===== src/rtl/cmos_io_pkg.sv =====
// rtl/cmos_io_pkg.sv - shared types and constants for the CMOS NVRAM hps_io bridge
package cmos_io_pkg;

  typedef enum logic [2:0] {
    IDLE,
    DN,
    UP_FETCH,
    UP_LATCH,
    UP_HOLD
  } state_t;

  localparam int         CMOS_DEPTH          = 1024;
  localparam logic [3:0] UPLOAD_PAD          = 4'hF;
  localparam int         DEFAULT_NVRAM_INDEX = 4;

endpackage


===== src/rtl/cmos_nvram_io.sv =====
// rtl/cmos_nvram_io.sv - moves a 1024 x 4-bit CMOS image between hps_io and the external CMOS RAM
module cmos_nvram_io
  import cmos_io_pkg::*;
#(
  parameter int NVRAM_INDEX = DEFAULT_NVRAM_INDEX,
  parameter int CMOS_AW     = 10
) (
  input  logic               clk_sys,
  input  logic               reset,
  input  logic               ioctl_download,
  input  logic               ioctl_upload,
  input  logic [15:0]        ioctl_index,
  input  logic [24:0]        ioctl_addr,
  input  logic               ioctl_wr,
  input  logic [7:0]         ioctl_dout,
  input  logic               ioctl_rd,
  output logic [7:0]         ioctl_din,
  output logic [CMOS_AW-1:0] cmos_addr,
  output logic [3:0]         cmos_wdata,
  output logic               cmos_we,
  input  logic [3:0]         cmos_rdata,
  input  logic               core_cmos_we,
  output logic               pause_req,
  output logic               nvram_dirty
);

  state_t             state_q, state_d;
  logic [7:0]         din_q, din_d;
  logic [CMOS_AW-1:0] caddr_q, caddr_d;
  logic [3:0]         wdata_q, wdata_d;
  logic               we_q, we_d;
  logic               pause_q, pause_d;
  logic               dirty_q, dirty_d;
  logic [24:0]        fetched_q, fetched_d;

  logic sel;
  logic addr_in_range;
  logic fetched_in_range;
  logic done;
  logic unused_dout_hi;

  assign sel              = (ioctl_index == 16'(NVRAM_INDEX));
  assign addr_in_range    = (ioctl_addr < 25'(CMOS_DEPTH));
  assign fetched_in_range = (fetched_q < 25'(CMOS_DEPTH));
  // The CMOS cells are only 4 bits wide; the high nibble of each byte is padding.
  assign unused_dout_hi   = ^ioctl_dout[7:4];

  always_comb begin
    state_d   = state_q;
    din_d     = din_q;
    caddr_d   = caddr_q;
    wdata_d   = wdata_q;
    we_d      = 1'b0;
    fetched_d = fetched_q;
    done      = 1'b0;

    case (state_q)
      IDLE: begin
        if (sel && ioctl_download) begin
          state_d = DN;
        end else if (sel && ioctl_upload) begin
          state_d = UP_FETCH;
          caddr_d = ioctl_addr[CMOS_AW-1:0];
        end
      end

      DN: begin
        if (ioctl_wr && addr_in_range) begin
          we_d    = 1'b1;
          caddr_d = ioctl_addr[CMOS_AW-1:0];
          wdata_d = ioctl_dout[3:0];
        end
        if (!ioctl_download) begin
          state_d = IDLE;
          done    = 1'b1;
        end
      end

      UP_FETCH: begin
        caddr_d   = ioctl_addr[CMOS_AW-1:0];
        fetched_d = ioctl_addr;
        if (!ioctl_upload) begin
          state_d = IDLE;
          done    = 1'b1;
        end else begin
          state_d = UP_LATCH;
        end
      end

      UP_LATCH: begin
        // cmos_rdata now reflects the address driven during UP_FETCH.
        din_d = fetched_in_range ? {UPLOAD_PAD, cmos_rdata} : 8'hFF;
        if (!ioctl_upload) begin
          state_d = IDLE;
          done    = 1'b1;
        end else begin
          state_d = UP_HOLD;
        end
      end

      UP_HOLD: begin
        if (!ioctl_upload) begin
          state_d = IDLE;
          done    = 1'b1;
        end else if (ioctl_rd || (ioctl_addr != fetched_q)) begin
          state_d = UP_FETCH;
          caddr_d = ioctl_addr[CMOS_AW-1:0];
        end
      end

      default: state_d = IDLE;
    endcase

    // Hold the CPU one extra cycle after a download so the last write lands.
    pause_d = (state_d != IDLE) || (state_q == DN);

    dirty_d = dirty_q;
    if (done) begin
      dirty_d = 1'b0;
    end
    if (core_cmos_we && ((state_q == IDLE) || done)) begin
      dirty_d = 1'b1;
    end
  end

  always_ff @(posedge clk_sys or posedge reset) begin
    if (reset) begin
      state_q   <= IDLE;
      din_q     <= 8'hFF;
      caddr_q   <= '0;
      wdata_q   <= 4'h0;
      we_q      <= 1'b0;
      pause_q   <= 1'b0;
      dirty_q   <= 1'b0;
      fetched_q <= '0;
    end else begin
      state_q   <= state_d;
      din_q     <= din_d;
      caddr_q   <= caddr_d;
      wdata_q   <= wdata_d;
      we_q      <= we_d;
      pause_q   <= pause_d;
      dirty_q   <= dirty_d;
      fetched_q <= fetched_d;
    end
  end

  assign ioctl_din   = din_q;
  assign cmos_addr   = caddr_q;
  assign cmos_wdata  = wdata_q;
  assign cmos_we     = we_q;
  assign pause_req   = pause_q;
  assign nvram_dirty = dirty_q;

endmodule

===== config.mk =====
export PLATFORM = sky130hd
export DESIGN_NAME = cmos_nvram_io
export DESIGN_NICKNAME = d
export VERILOG_FILES = /design/src/rtl/cmos_io_pkg.sv /design/src/rtl/cmos_nvram_io.sv
export SDC_FILE = /design/constraint.sdc
export NUM_CORES = 1
export LEC_CHECK = 0
export CORE_MARGIN = 2
export CORE_UTILIZATION = 40
export DETAILED_ROUTE_END_ITERATION = 10
export HOLD_SLACK_MARGIN = 0.1
export PLACE_DENSITY = 0.73
export SETUP_SLACK_MARGIN = 0.3
export SLEW_MARGIN = 20
export SYNTH_ARGS = -nofsm -noshare
export SYNTH_HDL_FRONTEND = slang
export SYNTH_SLANG_ARGS = --single-unit

===== constraint.sdc =====
create_clock -name clk_sys -period 2.87 [get_ports clk_sys]
set_clock_uncertainty 0.2 [all_clocks]
set_input_delay 0.4305 -clock clk_sys [delete_from_list [all_inputs] [get_ports clk_sys]]
set_output_delay 0.4305 -clock clk_sys [all_outputs]
set_load 0.05 [all_outputs]

==> qor.csv, run 1 <==
metric;value;unit
drive_above_1_share;29.93;%
cts_hold_buf;0;
grt_pass1_vias;1893;
die_w;80.63;µm
endpoint_kind;flip-flop;
synthArstFlopShare;100.0;%
cp.required;2.86;ns
peakVddDrop;0.0002797;V
syn_avg_cell_area;12.36;µm²
hold_viol;0;
drtAntennaViolNets;0;
clkTransAtPathRegs;0.08;ns
die_area;0.006500;mm²
place_congestion;0.7917;
period_share;87.90;%
min_period;2.523;ns
arrival;2.51;ns
clock_latency;0.31;ns
p_total;1.314;mW
routed_wl;5410;µm
power_density;369.4;mW/mm²
io_buffer_count;76;
synthDistinctLibCells;33;
grt_max_degree;27;
firstDrtPassIters;4;
yosys_warnings;0;
num_rows;27;
fin_hold_ws;0.2877;ns
syn2layout_area_growth;51.41;%
seq_area_frac_synth;52.42;%
critPathKind;input port to flip-flop;
cts_htree_levels;2;
grt_overflow_total;0;
remaining_drc_errors;0;
hold_path_class;input port to flip-flop;
worstSetupStartpointType;input port;
n_antenna_cell;0;
status;complete, no violations;
synth_edf_count;0;
worstMarginPinSlew;0.6627;ns
detail_route.wl_per_cell;14.78;µm
core_area;0.005574;mm²
synthFlopType;dfrtp_1;
multiInputGateArea;0.001144;mm²
cts_root_buf;clkbuf_8;
die_height;80.63;µm
routed-via-count;1837;
vias_per_cell;5.019;
slew_headroom;55.48;%
drt_iter0_drc;85;
max-cap-violations;0;
leakage;1.611;nW
synth_area;0.002349;mm²
fin_tns_setup;0;ns
antenna_found_initial;0;
grt_util_all_layers;17.69;%
rsz0062_at_grt;yes;
synthesis.instances;190;
cts_tree;yes;
path_max_fanout;5;
cts.path.max_buffers;2;
register_area;0.001231;mm²
nFillCells;468;
max_clock_freq;0.3964;GHz
layout.nets;354;
grt_pass1_wl;8597;µm
slew_viol_final;0;
start_util;42.13;%
ios;85;
clock_sinks;49;
hpwl;3998;µm
setup-violations-final;0;
synth-seq-cells;49;
numCtsBuffers;5;
## cell families after synthesis
kind of cell / count (synthesis) / synth area share [%]
flip-flops: 49 / 52.42
AND/OR/NAND/NOR: 41 / 9.963
multiplexers: 39 / 18.70
XOR/XNOR: 25 / 9.323
AO/OA/AOI/OAI: 21 / 6.500
buffers and inverters: 14 / 2.930
other: 1 / 0.1597
## where the power goes
group,internal [mW],switching (mW)
clock network,0.192,0.222
logic,0.102,0.0968
registers,0.697,0.00383
## worst max-delay path: stages
cell	delay (ns)
clkdlybuf4s50_1	0.52
xnor2_1	0.13
nand4_1	0.15
or4_4	0.56
o21ai_4	0.16
buf_6	0.12
buf_12	0.11
mux2_2	0.32
## through the flow
| step | area [µm²] | setup slack [ns] | std cells | utilization, % |
|---|---|---|---|---|
| global placement | 3333 | -0.2114 | 353 | 59.80 |
| CTS | 3492 | 0.3021 | 364 | 62.65 |
| floorplan | 2360 | 0.4201 | 193 | - |
| finish | 3556 | 0.3472 | 366 | 63.79 |
| detailed placement | 3333 | -0.2717 | 353 | 59.80 |
| global route | 3556 | 0.2566 | 366 | 63.79 |
## what timing repair did
item                       CTS  global route
gates cloned                 1             0
setup buffers                3             2
pin swaps                    8             7
setup endpoints to repair   10            10
gates resized for setup     24            11
## final cells by class
| cell class | count | share of cell area (%) |
|---|---|---|
| Inverter | 5 | 0.5278 |
| Sequential cell | 49 | 34.62 |
| Timing Repair Buffer | 103 | 27.73 |
| Clock buffer | 7 | 2.428 |
| Multi-Input combinational cell | 130 | 32.16 |
| Tap cell | 72 | 2.533 |
## registers in the layout (all words and copies together), names as in the netlist
name	cells
cmos_addr	10
cmos_wdata	4
cmos_we	1
fetched_q	25
ioctl_din	4
nvram_dirty	1
pause_req	1
state_q	3
## cell usage in the layout, fill, tap and decap left out, types with 2 or more instances in the layout
cell and count:
a31oi_1 3, clkdlybuf4s50_1 59, nor3_1 2, xnor2_1 11
clkbuf_8 6, buf_6 2, dfrtp_1 45, buf_4 23
mux2_4 5, nor4_1 8, nor4_2 3, mux2_2 34
nand2_1 4, xor2_1 13, nand3_1 2, inv_1 4
conb_1 4, o21ai_0 2, dfstp_2 4, o21a_1 3
nand4_1 5, o22a_1 4, a21oi_1 4, dlygate4sd2_1 16
nor2_1 8
## metal layers
layer | GRT usage, % | up-vias | share of wire [%]
met5 | 0 | - | 0
met4 | 5.085 | 0 | 1.1
met3 | 4.607 | 6 | 7.3
met2 | 30.75 | 63 | 47
met1 | 21.56 | 881 | 45
li1 | - | 887 | -
## final timing paths
| kind | end | from | cells past startpoint | slack, ns |
|---|---|---|---|---|
| max in group asynchronous | ioctl_din[3] | reset | 3 | 1.50 |
| min | fetched_q[15] | ioctl_addr[15] | 2 | 0.29 |
| max reg2reg | cmos_addr[6] | fetched_q[23] | 8 | 0.38 |
| max | cmos_addr[6] | ioctl_addr[4] | 8 | 0.35 |
| min in group asynchronous | cmos_addr[9] | reset | 2 | 0.30 |
| min reg2reg | nvram_dirty | nvram_dirty | 1 | 0.31 |
## synth_stat cells, drive strengths merged, types with 2 or more instances
master | number | share of area [%]
inv | 5 | 0.80
o21ai | 3 | 1.1
or4 | 2 | 0.80
xnor2 | 12 | 4.5
nand4 | 5 | 1.3
nand2 | 4 | 0.64
nor2 | 9 | 1.4
o21a | 3 | 0.96
nor3 | 2 | 0.43
mux2 | 39 | 19
dfstp | 4 | 4.5
xor2 | 13 | 4.8
a21oi | 4 | 0.85
nor4 | 12 | 3.2
o22a | 4 | 1.5
a31oi | 3 | 0.80
clkbuf | 4 | 0.64
buf | 5 | 1.5
dfrtp | 45 | 48
nand3 | 2 | 0.43
nor4b | 2 | 0.75
No activity file was read; power rests on OpenSTA's default activity.
==> run 2, diff against run 1 <==
--- a/config.mk
+++ b/config.mk
@@ -6,10 +6,10 @@
 export NUM_CORES = 1
 export LEC_CHECK = 0
 export CORE_MARGIN = 2
-export CORE_UTILIZATION = 40
+export CORE_UTILIZATION = 45
 export DETAILED_ROUTE_END_ITERATION = 10
 export HOLD_SLACK_MARGIN = 0.1
-export PLACE_DENSITY = 0.73
+export PLACE_DENSITY = 0.81
 export SETUP_SLACK_MARGIN = 0.3
 export SLEW_MARGIN = 20
 export SYNTH_ARGS = -nofsm -noshare
==> run 2 against run 1 <==
Largest power group unchanged. Highest routed layer unchanged. Count of clock-buffer cells in the layout unchanged. Total power down 1.8%. Utilization up 5.0 points.
==> qor.csv, run 2 (synthesis results as in run 1) <==
metric;value;unit;change
worstMarginPinSlew;0.6347;ns;was 0.6627 ns
start_util;46.28;%;was 42.13%
drive_above_1_share;28.72;%;was 29.93%
power_frac_comb;15.2;%;was 15.1%
power_density;369.7;mW/mm²;was 369.4 mW/mm²
period_share;88.45;%;was 87.90%
endpoint_kind;flip-flop;;unchanged
grt_overflow_total;0;;unchanged
rsz0062_at_grt;yes;;unchanged
layout_commonest_cell;clkdlybuf4s50_1;;unchanged
internal_power;0.9684;mW;was 0.9909 mW
slew_headroom;57.36;%;was 55.48%
grt_util_all_layers;19.58;%;was 17.69%
io_buffer_count;76;;unchanged
clock_latency;0.30;ns;was 0.31 ns
final_cell_mix;clkdlybuf4s50_1, dfrtp_1, mux2_2;;unchanged
dpl_cell_area;0.003316;mm²;was 0.003333 mm²
worstSetupStartpointType;input port;;unchanged
largest_reg_flops;25;;unchanged
dp_cells;349;;was 353
grt_pass1_wl;9073;µm;was 8597 µm
ios;85;;unchanged
remaining_drc_errors;0;;unchanged
clkTransAtPathRegs;0.09;ns;was 0.08 ns
firstDrtPassIters;4;;unchanged
peakVddDrop;0.0004404;V;was 0.0002797 V
switching_power;0.3222;mW;was 0.3228 mW
die_area;0.005813;mm²;was 0.006500 mm²
max_clock_freq;0.3939;GHz;was 0.3964 GHz
final_area;0.003491;mm²;was 0.003556 mm²
setup-violations-final;0;;unchanged
die_height;76.24;µm;was 80.63 µm
status;complete, no violations;;unchanged
cts.path.max_buffers;2;;unchanged
fin_hold_ws;0.2990;ns;was 0.2877 ns
detail_route.wl_per_cell;15.10;µm;was 14.78 µm
antenna_found_initial;0;;unchanged
numCtsBuffers;5;;unchanged
place_congestion;0.7618;;was 0.7917
fin_tns_setup;0;ns;unchanged
fin_util;68.79;%;was 63.79%
switching_share;24.96;%;was 24.57%
max-cap-violations;0;;unchanged
stdcell_count;359;;was 366
drt_iter0_drc;103;;was 85
critPathKind;input port to flip-flop;;unchanged
n_antenna_cell;0;;unchanged
seqPwrFrac;54.3;%;was 53.4%
path_max_fanout;5;;unchanged
slew_viol_final;0;;unchanged
cts_root_buf;clkbuf_8;;unchanged
core_area;0.005075;mm²;was 0.005574 mm²
cts_htree_levels;2;;unchanged
grt_max_degree;50;;was 27
leakage;1.548;nW;was 1.611 nW
cts_tree;yes;;unchanged
hold_path_class;flip-flop to flip-flop;;was input port to flip-flop
clock_sinks;49;;unchanged
largest-register;fetched_q;;unchanged
routed-via-count;1872;;was 1,837
cp.required;2.87;ns;was 2.86 ns
hold_viol;0;;unchanged
drtAntennaViolNets;0;;unchanged
num_rows;26;;was 27
layout.nets;348;;was 354
die_w;76.24;µm;was 80.63 µm
min_period;2.539;ns;was 2.523 ns
vias_per_cell;5.214;;was 5.019
clockPowerShare;30.5;%;was 31.5%
routed_wl;5422;µm;was 5410 µm
arrival;2.54;ns;was 2.51 ns
grt_pass1_vias;1930;;was 1,893
syn2layout_area_growth;48.64;%;was 51.41%
nFillCells;402;;was 468
hpwl;3904;µm;was 3998 µm
[run 2: changes by cell type in the layout (fill, tap and decap cells not counted), sizes merged]
cell	previous run	this run
clkinv	0	1
clkbuf	7	8
dlymetal6s2s	1	0
dlygate4sd2	16	15
clkdlybuf4s50	59	61
buf	27	20
[run 2: metal layers]
layer	GRT usage [%]	vias to the layer above	share of wire, %	routed length [µm]
li1	-	873	-	-
met1	24.61	920	41	2205
met2	32.57	69	51	2739
met3	5.687	10	6.8	366
met4	6.364	0	2.0	110
met5	0	-	0	0
[run 2: power groups by stage]
stage,clock (mW),combinational [mW],sequential [mW]
after floorplan,0,0.0508,0.740
after global placement,0,0.194,0.714
after detailed placement,0,0.196,0.714
after CTS,0.402,0.194,0.701
after global routing,0.428,0.210,0.702
final,0.393,0.197,0.701
[run 2: path summary, 6_finish.rpt]
check	end	cells after the start	startpoint	slack [ns]
hold / removal	cmos_addr[4]	1	cmos_addr[4]	0.30
setup / recovery	cmos_addr[7]	7	ioctl_addr[15]	0.33
min in group asynchronous	cmos_addr[9]	3	reset	0.40
hold reg to reg	cmos_addr[4]	1	cmos_addr[4]	0.30
max in group asynchronous	cmos_wdata[1]	3	reset	1.65
setup reg to reg	cmos_addr[7]	7	fetched_q[11]	0.38
[run 2: critical path, cell delays in order]
cell	delay, ns
clkdlybuf4s50_1	0.53
xnor2_1	0.14
nand4_1	0.16
or4_4	0.56
o21ai_4	0.21
clkbuf_16	0.19
mux2_2	0.32
[run 2: final cells by class]
class,count,area [µm²],area share (%)
Clock buffer,7,76.32,2.186
Clock inverter,1,5.005,0.1434
Timing Repair Buffer,97,929.6,26.63
Sequential cell,49,1231,35.27
Multi-Input combinational cell,130,1142,32.72
Tap cell,70,87.58,2.509
Inverter,5,18.77,0.5376
[run 2: per-stage QoR]
stage / total power [mW] / worst slack, ns
final: 1.291 / 0.3314
after global routing: 1.340 / 0.2701
after CTS: 1.297 / 0.3162
after detailed placement: 0.9102 / -0.2191
after global placement: 0.9076 / -0.1888
after floorplan: 0.7907 / 0.4201
[run 2: repair_timing]
item | 4_1_cts | 5_1_grt
setup endpoints to repair | 10 | 10
pin swaps | 7 | 5
gates resized for setup | 22 | 9
gates cloned | 1 | 0
setup buffers | 0 | 1
hold buffers | 0 | 0
